File: src/rtl/x_mem_arb2_if.sv
// Bus bundle for x_mem_arb2: both master ports, the slave port and arbiter status.
// The slave modport is the arbiter's view; master is the view of whatever drives it.
interface x_mem_arb2_if;
  logic        i_m0_valid;
  logic        i_m0_rnw;
  logic [31:0] i_m0_addr;
  logic [31:0] i_m0_data;
  logic        o_m0_accept;

  logic        i_m1_valid;
  logic        i_m1_rnw;
  logic [31:0] i_m1_addr;
  logic [31:0] i_m1_data;
  logic        i_m1_lock;
  logic        o_m1_accept;

  logic [31:0] o_m_data;

  logic        o_s_valid;
  logic        o_s_rnw;
  logic [31:0] o_s_addr;
  logic [31:0] o_s_data;
  logic        i_s_accept;
  logic [31:0] i_s_data;

  logic        o_owner;
  logic        o_err;

  modport slave (
    input  i_m0_valid, i_m0_rnw, i_m0_addr, i_m0_data,
    input  i_m1_valid, i_m1_rnw, i_m1_addr, i_m1_data, i_m1_lock,
    input  i_s_accept, i_s_data,
    output o_m0_accept, o_m1_accept, o_m_data,
    output o_s_valid, o_s_rnw, o_s_addr, o_s_data,
    output o_owner, o_err
  );

  modport master (
    output i_m0_valid, i_m0_rnw, i_m0_addr, i_m0_data,
    output i_m1_valid, i_m1_rnw, i_m1_addr, i_m1_data, i_m1_lock,
    output i_s_accept, i_s_data,
    input  o_m0_accept, o_m1_accept, o_m_data,
    input  o_s_valid, o_s_rnw, o_s_addr, o_s_data,
    input  o_owner, o_err
  );
endinterface

File: src/rtl/x_mem_arb2.sv
// x_mem_arb2: round-robin two-master arbiter for the valid/accept memory bus, with m1 lock.
// Define X_MEM_ARB2_TIMEOUT_EN to build the slave-accept timeout (error reply + sticky o_err).
module x_mem_arb2 #(
  parameter int unsigned TIMEOUT  = 255,
  parameter logic [31:0] ERR_DATA = 32'hDEAD_BEEF
) (
  input logic         i_clk,
  input logic         i_rst,
  x_mem_arb2_if.slave bus
);
  typedef enum logic [1:0] {IDLE = 2'd0, GNT0 = 2'd1, GNT1 = 2'd2} state_t;

  state_t state_q, state_d;
  logic   prio_q, prio_d;
  logic   owner_q, owner_d;
  logic   timeoutHit;

`ifdef X_MEM_ARB2_TIMEOUT_EN
  localparam int CNT_W = ($clog2(TIMEOUT + 1) > 8) ? $clog2(TIMEOUT + 1) : 8;

  logic [CNT_W-1:0] timeoutCnt_q, timeoutCnt_d;
  logic             err_q;

  // The counter holds the number of stalled grant cycles already spent, so the
  // TIMEOUT-th grant cycle is the one that answers on the slave's behalf.
  assign timeoutHit = (state_q != IDLE) && (timeoutCnt_q == CNT_W'(TIMEOUT - 1));
  assign bus.o_err  = err_q;

  always_comb begin
    timeoutCnt_d = '0;
    if ((state_q != IDLE) && !bus.i_s_accept && !timeoutHit) begin
      timeoutCnt_d = timeoutCnt_q + 1'b1;
    end
  end
`else
  logic unusedCfg;
  assign unusedCfg  = ^{ERR_DATA, TIMEOUT};
  assign timeoutHit = 1'b0;
  assign bus.o_err  = 1'b0;
`endif

  assign bus.o_owner = owner_q;

  // Slave request and master accepts come straight from the granted master so a
  // reset or dropped valid removes the request without waiting for a clock edge.
  always_comb begin
    bus.o_s_valid   = 1'b0;
    bus.o_s_rnw     = 1'b0;
    bus.o_s_addr    = '0;
    bus.o_s_data    = '0;
    bus.o_m0_accept = 1'b0;
    bus.o_m1_accept = 1'b0;
    bus.o_m_data    = bus.i_s_data;
    unique case (state_q)
      GNT0: begin
        bus.o_s_valid   = bus.i_m0_valid;
        bus.o_s_rnw     = bus.i_m0_rnw;
        bus.o_s_addr    = bus.i_m0_addr;
        bus.o_s_data    = bus.i_m0_data;
        bus.o_m0_accept = bus.i_s_accept;
      end
      GNT1: begin
        bus.o_s_valid   = bus.i_m1_valid;
        bus.o_s_rnw     = bus.i_m1_rnw;
        bus.o_s_addr    = bus.i_m1_addr;
        bus.o_s_data    = bus.i_m1_data;
        bus.o_m1_accept = bus.i_s_accept;
      end
      default: ;
    endcase
`ifdef X_MEM_ARB2_TIMEOUT_EN
    if (timeoutHit) begin
      bus.o_s_valid   = 1'b0;
      bus.o_m_data    = ERR_DATA;
      bus.o_m0_accept = (state_q == GNT0);
      bus.o_m1_accept = (state_q == GNT1);
    end
`endif
  end

  always_comb begin
    state_d = state_q;
    prio_d  = prio_q;
    owner_d = owner_q;
    unique case (state_q)
      IDLE: begin
        if (bus.i_m0_valid && (!bus.i_m1_valid || !prio_q)) begin
          state_d = GNT0;
          owner_d = 1'b0;
        end else if (bus.i_m1_valid) begin
          state_d = GNT1;
          owner_d = 1'b1;
        end
      end
      GNT0: begin
        if (timeoutHit || bus.i_s_accept) begin
          state_d = IDLE;
          prio_d  = 1'b1;
        end else if (!bus.i_m0_valid) begin
          state_d = IDLE;
        end
      end
      GNT1: begin
        if (timeoutHit) begin
          state_d = IDLE;
          prio_d  = 1'b0;
        end else if (bus.i_s_accept) begin
          // A locked accept keeps m1 granted and leaves the pointer where it was.
          if (!bus.i_m1_lock) begin
            state_d = IDLE;
            prio_d  = 1'b0;
          end
        end else if (!bus.i_m1_valid) begin
          state_d = IDLE;
        end
      end
      default: state_d = IDLE;
    endcase
  end

  always_ff @(posedge i_clk or posedge i_rst) begin
    if (i_rst) begin
      state_q      <= IDLE;
      prio_q       <= 1'b0;
      owner_q      <= 1'b0;
`ifdef X_MEM_ARB2_TIMEOUT_EN
      timeoutCnt_q <= '0;
      err_q        <= 1'b0;
`endif
    end else begin
      state_q      <= state_d;
      prio_q       <= prio_d;
      owner_q      <= owner_d;
`ifdef X_MEM_ARB2_TIMEOUT_EN
      timeoutCnt_q <= timeoutCnt_d;
      err_q        <= err_q | timeoutHit;
`endif
    end
  end
endmodule

File: src/flat_wrapper.sv
// flat-port wrapper written by rule: the top's interface ports become plain ports
module x_mem_arb2_flat 
#(
  parameter int unsigned TIMEOUT  = 255,
  parameter logic [31:0] ERR_DATA = 32'hDEAD_BEEF
)
  (i_clk, i_rst, bus_i_m0_valid, bus_i_m0_rnw, bus_i_m0_addr, bus_i_m0_data, bus_i_m1_valid, bus_i_m1_rnw, bus_i_m1_addr, bus_i_m1_data, bus_i_m1_lock, bus_i_s_accept, bus_i_s_data, bus_o_m0_accept, bus_o_m1_accept, bus_o_m_data, bus_o_s_valid, bus_o_s_rnw, bus_o_s_addr, bus_o_s_data, bus_o_owner, bus_o_err);
  x_mem_arb2_if bus_i ();
  input logic i_clk;
  input logic i_rst;
  input wire logic [$bits(bus_i.i_m0_valid)-1:0] bus_i_m0_valid;
  input wire logic [$bits(bus_i.i_m0_rnw)-1:0] bus_i_m0_rnw;
  input wire logic [$bits(bus_i.i_m0_addr)-1:0] bus_i_m0_addr;
  input wire logic [$bits(bus_i.i_m0_data)-1:0] bus_i_m0_data;
  input wire logic [$bits(bus_i.i_m1_valid)-1:0] bus_i_m1_valid;
  input wire logic [$bits(bus_i.i_m1_rnw)-1:0] bus_i_m1_rnw;
  input wire logic [$bits(bus_i.i_m1_addr)-1:0] bus_i_m1_addr;
  input wire logic [$bits(bus_i.i_m1_data)-1:0] bus_i_m1_data;
  input wire logic [$bits(bus_i.i_m1_lock)-1:0] bus_i_m1_lock;
  input wire logic [$bits(bus_i.i_s_accept)-1:0] bus_i_s_accept;
  input wire logic [$bits(bus_i.i_s_data)-1:0] bus_i_s_data;
  output wire logic [$bits(bus_i.o_m0_accept)-1:0] bus_o_m0_accept;
  output wire logic [$bits(bus_i.o_m1_accept)-1:0] bus_o_m1_accept;
  output wire logic [$bits(bus_i.o_m_data)-1:0] bus_o_m_data;
  output wire logic [$bits(bus_i.o_s_valid)-1:0] bus_o_s_valid;
  output wire logic [$bits(bus_i.o_s_rnw)-1:0] bus_o_s_rnw;
  output wire logic [$bits(bus_i.o_s_addr)-1:0] bus_o_s_addr;
  output wire logic [$bits(bus_i.o_s_data)-1:0] bus_o_s_data;
  output wire logic [$bits(bus_i.o_owner)-1:0] bus_o_owner;
  output wire logic [$bits(bus_i.o_err)-1:0] bus_o_err;
  assign bus_i.i_m0_valid = bus_i_m0_valid;
  assign bus_i.i_m0_rnw = bus_i_m0_rnw;
  assign bus_i.i_m0_addr = bus_i_m0_addr;
  assign bus_i.i_m0_data = bus_i_m0_data;
  assign bus_i.i_m1_valid = bus_i_m1_valid;
  assign bus_i.i_m1_rnw = bus_i_m1_rnw;
  assign bus_i.i_m1_addr = bus_i_m1_addr;
  assign bus_i.i_m1_data = bus_i_m1_data;
  assign bus_i.i_m1_lock = bus_i_m1_lock;
  assign bus_i.i_s_accept = bus_i_s_accept;
  assign bus_i.i_s_data = bus_i_s_data;
  assign bus_o_m0_accept = bus_i.o_m0_accept;
  assign bus_o_m1_accept = bus_i.o_m1_accept;
  assign bus_o_m_data = bus_i.o_m_data;
  assign bus_o_s_valid = bus_i.o_s_valid;
  assign bus_o_s_rnw = bus_i.o_s_rnw;
  assign bus_o_s_addr = bus_i.o_s_addr;
  assign bus_o_s_data = bus_i.o_s_data;
  assign bus_o_owner = bus_i.o_owner;
  assign bus_o_err = bus_i.o_err;
  x_mem_arb2 #(.TIMEOUT(TIMEOUT), .ERR_DATA(ERR_DATA)) u_core (.i_clk(i_clk), .i_rst(i_rst), .bus(bus_i));
endmodule
File: config.mk
export PLATFORM = sky130hd
export DESIGN_NAME = x_mem_arb2_flat
export DESIGN_NICKNAME = d
export VERILOG_FILES = /design/src/rtl/x_mem_arb2_if.sv /design/src/rtl/x_mem_arb2.sv /design/src/flat_wrapper.sv
export SDC_FILE = /design/constraint.sdc
export NUM_CORES = 1
export LEC_CHECK = 0
export ABC_CLOCK_PERIOD_IN_PS = 3000
export CAP_MARGIN = 0
export CELL_PAD_IN_SITES_DETAIL_PLACEMENT = 1
export CELL_PAD_IN_SITES_GLOBAL_PLACEMENT = 1
export CORE_AREA = 4 4 115 117
export DETAILED_ROUTE_END_ITERATION = 16
export DIE_AREA = 0 0 119 121
export PLACE_DENSITY = 0.89
export SYNTH_ARGS = -nofsm -noshare
export SYNTH_HDL_FRONTEND = slang
export SYNTH_SLANG_ARGS = --single-unit
File: constraint.sdc
create_clock -name i_clk -period 3 [get_ports i_clk]
set_input_delay 0.9 -clock i_clk [delete_from_list [all_inputs] [get_ports i_clk]]
set_output_delay 0.9 -clock i_clk [all_outputs]
set_load 0.005 [all_outputs]
Word-level counts from Yosys, hierarchy flattened
Cells that the tools add are included.
{ "classes": {"reduce_logical": 10, "n_mux": 20, "n_eq_ne": 9} }
{ "ops": {"columns": ["cell", "count"], "rows": [
  ["case mux 32 bit (2 select lines)", 2],
  ["two-way mux 2 bit", 7],
  ["!= test 3 bit, second input constant", 3],
  ["AND reduction 4 bit", 2],
  ["two-way mux 1 bit", 7],
  ["!= test 2 bit, second input constant", 3],
  ["case mux 1 bit (2 select lines)", 3],
  ["case mux 2 bit (3 select lines)", 1],
  ["nonzero test 2 bit", 2],
  ["!= test 3 x 2 -> 1 bit, second input constant", 1],
  ["equality test 2 x 1 -> 1 bit, second input constant", 1],
  ["equality test 2 bit, second input constant", 1],
  ["logical NOT 1 bit", 2],
  ["logical NOT 2 bit", 1],
  ["AND reduction 2 bit", 1],
  ["logical AND 1 bit", 1],
  ["logical OR 1 bit", 1]
]} }
{ "word_totals": {"regBits": 4, "input_bits": 168, "word_cells": 42, "output_inout_bits": 102} }

Longest topological paths before layout
Gate-level depths: netlist of the first run.
{ "depth": {"word_depth": 5, "depth_mapped": 7, "mapped_depth_nobuf": 5} }

Least setup slack after synthesis of the first run
No wires, ideal clock.
{ "synth_timing": {"path_type": "reg-to-output", "startpoint": "register u_core.state_q[1]", "endpoint": "output port bus_o_s_addr[0]", "slack_ns": 0.797, "arrival_time_ns": 1.303, "path_stages_with_launch": 6, "path_buffers": 2, "t_required_ns": 2.100, "path_cell_list": "dfrtp_1 inv_1 ha_1 clkbuf_1 clkbuf_1 nor2b_1"} }
{ "synth_via": {"elab_chain_len": 2, "elab_cells_between_ends": 3, "classes_between": "2 x eq/ne; 1 x mux"} }
{ "synth_rtl": {"columns": ["element", "line_no", "source"], "rows": [
  ["from (decl)", "x_mem_arb2.sv:13", "state_t state_q, state_d;"],
  ["from (signal assigned)", "x_mem_arb2.sv:131", "state_q <= state_d;"],
  ["equality test 2 bit or equality test 2 x 1 -> 1 bit (tied branches)", "x_mem_arb2.sv:54", "unique case (state_q)"],
  ["case mux 32 bit (2 select lines) (*)", "x_mem_arb2.sv:54", null],
  ["to (decl)", "flat_wrapper.sv:27", "output wire logic [$bits(bus_i.o_s_addr)-1:0] bus_o_s_addr;"]
]} }
Every way passes the cells marked *; elsewhere a longest branch is shown, timed or not.

Worst setup path after layout of the first run
{ "layout_timing": {"startpoint": "input port bus_i_m1_data[7]", "endpoint": "output port bus_o_s_data[7]"} }
{ "layout_via": {"elab_chain_len": 1} }
{ "layout_rtl": {"columns": ["element", "line_no", "source"], "rows": [
  ["from (decl)", "flat_wrapper.sv:18", "input wire logic [$bits(bus_i.i_m1_data)-1:0] bus_i_m1_data;"],
  ["case mux 32 bit (2 select lines)", "x_mem_arb2.sv:54", null],
  ["to (decl)", "flat_wrapper.sv:28", "output wire logic [$bits(bus_i.o_s_data)-1:0] bus_o_s_data;"]
]} }
Every way passes these cells.

==> run summary, run 1 <==
The I/O pin count is 270. The pre-antenna-repair detailed-routing pass consisted of 5 iterations. The number of cells on the worst reg-to-reg path came out at 7. The final number of hold-violating endpoints is 0. The largest net degree at the start of global routing came out at 42. The endpoint identified for the worst register-to-register timing path is u_core.state_q[1]. OpenSTA, run right after detailed placement, puts the worst setup slack at -0.1709 ns.

The detailed-route wire length came out at 9195 µm. The shortest period the worst path allows came out at 2.987 ns. In this run the worst path has a maximum fanout of 1. The portion of synthesized cell area occupied by the leading cell type came out at a little under a third.

The area growth from synthesis to layout is 142.2%. The filler cells instantiated in the layout total 1449. The full die area came out at 0.01440 mm². The via count normalized by instance count is 4.204. The CTS buffer count is 3. The final weighted congestion in routability-driven placement came out at 0.7489.

The proportion of synthesized flip-flops having asynchronous set or reset came out at 100.0%. The worst-case vdd ir drop is 0.3397 mV. Clock tree synthesis selected as its root buffer the cell clkbuf_16. The total core area came out at ~0.012 mm². In this run the core area contains 41 standard-cell rows.

The TritonCTS sink count came out at 4. The worst hold path belongs to the class flop to flop. The required time at the endpoint of the critical path is between 2 and 2.5 ns. The number of maximum-capacitance violations came out at 0. The number of distinct library cells after synthesis came out at 21. The count of final max-slew check failures is 0. The area taken by multi-input logic gates is roughly 0.0011 mm².

The count of inserted antenna diode cells is 0. The first-pass GRT wire length is 13420 µm. The count of state elements after synthesis came out at 4. The largest total area in the synthesized netlist belongs to a22oi_1. Among all flip-flop cells after synthesis, the most frequent one is dfrtp_1. The die is ~120 µm tall. For this run, the post-layout net count is 561. The worst hold path was traced through 2 stages. The per-instance average area after synthesis came out at 7.174 µm². STA classifies the critical path endpoint as a primary output. The startpoint identified for the worst register-to-register timing path is u_core.state_q[0]. The clock latency at the later pin of the worst-skew pair is 0.23 ns.

The total power consumption of the routed design is 2.679 mW. The number of vias after detailed routing came out at between 2000 and 2500. The setup violation total in the final timing report is 0. CTS built an H-tree with a depth of 1. Ranked by total cell area, the synthesized netlist is headed by a22oi_1 32%, nor2b_1 26%, buf_4 17%, dfrtp_1 6.4%, clkbuf_1 3.6%. The number of remaining DRC errors is 0. Setup slack closes at 0.01261 ns. The number of port buffers came out at 204.

TritonCTS built the clock tree. The finished cells cover between 0.003 and 0.004 mm². In this run the most critical hold path is launched from u_core.bus.o_owner. Once detailed placement completed, the half-perimeter wirelength came to 7553 µm.

The maximum clock rate came out at 334.7 MHz. For this run, the total global-route usage over all layers was measured as ~11%. The commonest cells after synthesis are 66 x a22oi_1, 66 x nor2b_1, 36 x buf_4, 15 x clkbuf_1, 5 x inv_1. When the netlist entered floorplanning its net count stood at between 300 and 400. Clock-pin slew was measured on the worst setup and hold paths at 0.03 ns. The combined area of all synthesized cells is 0.001564 mm². Setup repair after global routing left no endpoint under its margin. Power spread over the standard cell area amounts to 707.4 mW/mm². The Yosys step of the flow raised 0 warnings. The x dimension of the die came out at 119 µm.

The part of the cycle the worst path needs is 99.58%. The initial antenna violation count was 0. For this configuration, the core starts out at a cell density of roughly an eighth.

The data arrival time at the worst-slack endpoint is 2.09 ns. The per-cell routed wire length is 16.45 µm. The via count of the first global-routing pass came out at 2524. The register-to-register setup slack is 1.08 ns. The clock skew is 0.0007969 ns. In the global route stage, met2 resource usage came out at 20.70%. The flow ran to the end, and the final reports show no timing, DRC or antenna violations. STA classifies the critical path startpoint as a primary input. The initial detailed-routing violation count came out at 63.

The worst hold path terminates at u_core.bus.o_owner. Buffers inserted to repair hold after CTS numbered 0. The number of buffers on the longest clock path came out at 2. The area of placed instances came out at 0.003612 mm². For met1 alone, demand over resource in global routing was 12.50%. The count of nets left with antenna violations after detail routing came out at 0. In this run the most used layer during global routing was met2. The cell count after synthesis came out at between 200 and 250.

The static leakage power is 1.858 nW. The area used by sequential logic in the layout came out at ~100 µm². The proportion of synthesized chip area in sequential cells is 6.400%. The met3 track demand over resource is 3.730%. The number of synthesized flops with an enable pin came out at 0. The post-route netlist has 6.718% of its cells at a drive strength greater than 1. The start-to-end type of the worst setup path is primary input to primary output. For this run the aggregate overflow at the end of global routing stands at 0.
-- area by class of cell --
cell class                      count  area share [%]
Sequential cell                     4           2.643
Timing Repair Buffer              222           60.19
Multi-Input combinational cell    153           29.01
Clock buffer                        3           1.982
Inverter                            5          0.4955
Tap cell                          172           5.682
-- report_power, final --
group | internal, mW | switching [mW] | total, mW
combinational | 1.34 | 1.03 | 2.37
sequential | 0.0801 | 0.0209 | 0.101
clock | 0.170 | 0.0390 | 0.209
total | 1.59 | 1.09 | 2.68
-- cell families (layout without fill, tap and decap cells) --
| logic type | count (synthesis) | after routing | share of synthesized area, % |
|---|---|---|---|
| other | 1 | 1 | 0.2398 |
| AOI/OAI and AO/OA | 73 | 73 | 34.88 |
| adders and majority gates | 4 | 4 | 3.200 |
| and+or+nand+nor | 72 | 72 | 28.40 |
| buffers and inverters | 61 | 230 | 24.96 |
| DFF | 4 | 4 | 6.400 |
| muxes | 3 | 3 | 1.920 |
-- per-layer routing --
metal,up-vias,wire (µm)
met4,0,258
li1,1081,-
met5,-,0
met2,149,4729
met3,34,969
met1,1086,3237
-- worst max-delay path: stages --
cell and delay (ns):
clkdlybuf4s50_1 0.47, a22oi_1 0.09, nor2b_1 0.12, clkdlybuf4s50_1 0.52
-- metrics by stage --
| step | setup TNS [ns] | utilization, % | hold slack, ns | instances |
|---|---|---|---|---|
| 6_report | 0 | 30.63 | 0.5267 | 559 |
| 5_1_grt | 0 | 30.63 | 0.5791 | 559 |
| 4_1_cts | 0 | 29.64 | 0.5455 | 555 |
| 3_5_place_dp | -1.241 | 29.22 | 0.5390 | 552 |
| 3_3_place_gp | -1.083 | 29.22 | 0.5175 | 552 |
| 2_1_floorplan | 0 | - | 0.5143 | 218 |
-- state kept, by name, indices dropped and copies added, names as in the netlist --
name and flops:
u_core.bus.o_owner 1, u_core.prio_q 1, u_core.state_q 2
-- how the worst max path moves through the flow --
| stage | from | to |
|---|---|---|
| finish | bus_i_m1_data[7] | bus_o_s_data[7] |
| global route | bus_i_m1_data[1] | bus_o_s_data[1] |
| CTS | bus_i_m1_addr[18] | bus_o_s_addr[18] |
| detailed placement | bus_i_m1_addr[9] | bus_o_s_addr[9] |
| global placement | bus_i_m1_addr[8] | bus_o_s_addr[8] |
| floorplan | u_core.state_q[1] | bus_o_s_addr[0] |
-- cell usage in the layout (no fill, tap or decap) --
| master | n |
|---|---|
| inv_1 | 5 |
| o221ai_1 | 1 |
| dlymetal6s2s_1 | 26 |
| a21boi_0 | 1 |
| o21bai_1 | 1 |
| o22ai_1 | 1 |
| a22oi_1 | 65 |
| nand2_2 | 1 |
| ha_1 | 1 |
| ha_4 | 1 |
| clkbuf_16 | 3 |
| conb_1 | 1 |
| a222oi_1 | 1 |
| nand2_1 | 1 |
| a21oi_1 | 2 |
| nand3_1 | 1 |
| dlygate4sd2_1 | 36 |
| and2_1 | 1 |
| nand2b_1 | 2 |
| a22oi_2 | 1 |
| ha_2 | 2 |
| clkdlybuf4s50_1 | 142 |
| buf_12 | 6 |
| buf_8 | 1 |
| nor2b_1 | 66 |
| mux2i_1 | 3 |
| dfrtp_1 | 4 |
| buf_4 | 11 |
-- what timing repair did --
item / 4_1_cts / 5_1_grt
setup endpoints to repair: 65 / 30
pin swaps: 0 / 1
setup buffers: 0 / 4
hold endpoints to repair: 0 / 0
gates resized for setup: 40 / 30
gates cloned: 0 / 0
No activity file was read; power rests on OpenSTA's default activity.
==> run 2: changes to the inputs <==
Settings changed: CORE_AREA 4 4 115 117 to 4 4 121 112, DIE_AREA 0 0 119 121 to 0 0 125 116.
==> run summary, run 2 (synthesis gave the netlist of run 1 again) <==
The post-route cell area came to 0.003690 mm² (was 0.003787 mm²). The critical path launch point type is a primary input (unchanged). The initial antenna violation count was 0 (unchanged). The initial core utilization was 12.62% (was 12.65%). The data arrival time at the worst-slack endpoint is 2.06 ns (was 2.09 ns).

The clock tree from TritonCTS is yes (unchanged). The required time at the endpoint of the critical path was 2.10 ns (about the same). The detailed-route wire length came out at 8695 µm (was 9195 µm). The total core area came out at 0.01239 mm² (was 0.01236 mm²). The hold path depth is 2 (unchanged).

The count of nets left with antenna violations after detail routing is 0 (unchanged). The x dimension of the die is 125 µm (was 119 µm). The largest fanout of any net on the critical path is 1 (unchanged). The die extent in y came out at 116 µm (was 121 µm). The maximum clock rate came out at 337.9 MHz (was 334.7 MHz). RSZ-0062 raised after global routing: no (unchanged). The length of the first detailed-routing pass in iterations is 4 (was 5). The cell total after placement is 540 (was 552). The number of flip-flops under the largest register name is 2 (unchanged). The static leakage power came to 1.926 nW (was 1.858 nW). The register containing the most flip-flops in the final layout is u_core.state_q (unchanged). The largest net degree at the start of global routing came out at 48 (was 42). The number of vias after detailed routing came out at 2245 (was 2350). The total number of H-tree levels is 1 (unchanged). The final number of hold-violating endpoints is 0 (unchanged). The detailed-placement wirelength estimate is 7296 µm (was 7553 µm). Top library cells by usage in the layout, fill and taps aside: 140 x clkdlybuf4s50_1, 66 x a22oi_1, 66 x nor2b_1, 35 x dlymetal6s2s_1, 29 x dlygate4sd2_1 (was 142 x clkdlybuf4s50_1, 66 x nor2b_1, 65 x a22oi_1, 36 x dlygate4sd2_1, 26 x dlymetal6s2s_1). The total number of nets in the final design came to 553 (was 561). The share of layout cells above drive strength 1 was 4.222% (was 6.718%). The TritonCTS sink count is 4 (unchanged). The root buffer selected by CTS was clkbuf_16 (unchanged). The per-cell routed wire length came out at 16.01 µm (was 16.45 µm).

The number of maximum-capacitance violations came to 0 (unchanged). The full die area is 0.01450 mm² (was 0.01440 mm²). The cell row count came out at 39 (was 41).

The register-to-register setup slack is 1.07 ns (was 1.08 ns). The total power consumption of the routed design was 2.486 mW (was 2.679 mW). The via count of the first global-routing pass is 2389 (was 2524).

The CTS buffer count came out at 3 (unchanged). The number of port buffers was 204 (unchanged). The first-pass GRT wire length came out at 12910 µm (was 13420 µm).

The count of final max-slew check failures is 0 (unchanged). The clock edge transition at the registers on the reported setup and hold paths was 0.03 ns (about the same). The filler-free cell count of the finished design is 543 (was 559).

The initial detailed-routing violation count is 48 (was 63). The worst-case vdd ir drop is 0.3762 mV (was 0.3397 mV). The power per cell area is 673.8 mW/mm² (was 707.4 mW/mm²). The I/O pin count is 270 (unchanged). The worst-case setup margin in the final layout came to 0.04095 ns (was 0.01261 ns). The clock skew came out at 0.00008960 ns (was 0.0007969 ns).

The layout overhead on the synthesized area is 135.9% (was 142.2%). The number of cells on the worst reg-to-reg path came out at 7 (unchanged). The class of the tightest hold or removal check is flop to flop (unchanged).

The number of fill cells came out at 1486 (was 1449). Outcome: finished, final reports clean (unchanged). The commonest non-fill, non-tap cell in the layout is clkdlybuf4s50_1 (unchanged). The area of placed instances is 0.003557 mm² (was 0.003612 mm²). The global-route usage over all layers came out at 10.88% (was 11.40%). The number of remaining DRC errors came out at 0 (unchanged). The number of buffers on the longest clock path is 2 (unchanged).

The final weighted congestion in routability-driven placement was 0.9333 (was 0.7489). The setup violation total in the final timing report is 0 (unchanged). The shortest period the worst path allows is 2.959 ns (was 2.987 ns). The setup fix buffers added after clock tree synthesis is 0 (unchanged). The fraction of the core area covered by cells at the end of the flow is 29.77% (was 30.63%).

The worst setup slack after placement is -0.1001 ns (was -0.1709 ns). The count of inserted antenna diode cells was 0 (unchanged). The part of the cycle the worst path needs is 98.63% (was 99.58%).

The clock latency at the later pin of the worst-skew pair is 0.22 ns (was 0.23 ns). The residual overflow from global routing is 0 (unchanged). The start-to-end type of the worst setup path is primary input to primary output (unchanged).

The via count normalized by instance count came out at 4.134 (was 4.204). The kind of capture point of the worst setup path is a primary output (unchanged).
==> run 2: cell types whose count changed in the layout (fill, tap and decap cells not counted) <==
cell	previous run	this run
buf_4	11	6
a22oi_2	1	0
ha_4	1	0
a22oi_1	65	66
buf_8	1	0
clkdlybuf4s50_1	142	140
dlymetal6s2s_1	26	35
ha_1	1	2
buf_12	6	3
buf_6	0	1
dlygate4sd2_1	36	29
==> run 2: metrics by stage <==
stage                     setup TNS (ns)  hold slack, ns
after floorplan                        0          0.5143
after global placement           -0.4120          0.5218
after detailed placement         -0.6490          0.5844
final                                  0          0.5872
after global routing                   0          0.6118
after CTS                              0          0.5914
==> run 2: timing repair <==
action                     4_1_cts  5_1_grt
resized for setup               29       37
hold buffers                     0        0
setup endpoints to repair       29       36
hold endpoints to repair         0        0
pin swaps                        0        0
==> run 2: cell type report <==
cell class	instances	area (µm²)	share of cell area, %
repair buffers	214	2210	59.88
multi-input cells	153	1081	29.30
well taps	164	205.2	5.561
flip-flops and latches	4	100.1	2.713
clock buffers	3	75.07	2.035
inverters	5	18.77	0.5086
==> run 2: report_power, final <==
part           switching (mW)  internal [mW]
sequential             0.0204         0.0802
clock                  0.0370          0.170
combinational           0.954           1.22
total                    1.01           1.47
==> run 2: final timing paths <==
check | startpoint | end
worst max-delay path | bus_i_m1_addr[16] | bus_o_s_addr[16]
worst min-delay path | u_core.prio_q | u_core.prio_q
worst max register to register | u_core.state_q[1] | u_core.state_q[0]
worst min register to register | u_core.prio_q | u_core.prio_q
max in group asynchronous | i_rst | u_core.bus.o_owner
min in group asynchronous | i_rst | u_core.prio_q
==> run 2: worst max-delay path, cell delays in order <==
cell and delay [ns]:
clkdlybuf4s50_1 0.45, a22oi_1 0.08, nor2b_1 0.11, clkdlybuf4s50_1 0.51
==> run 2: routing by layer <==
| metal | global-route usage (%) | routed length [µm] | share of wire, % |
|---|---|---|---|
| met4 | 2.746 | 167 | 1.9 |
| met5 | 0 | 0 | 0 |
| met1 | 12.04 | 3238 | 37 |
| met2 | 20.32 | 4496 | 52 |
| met3 | 3.548 | 792 | 9.1 |
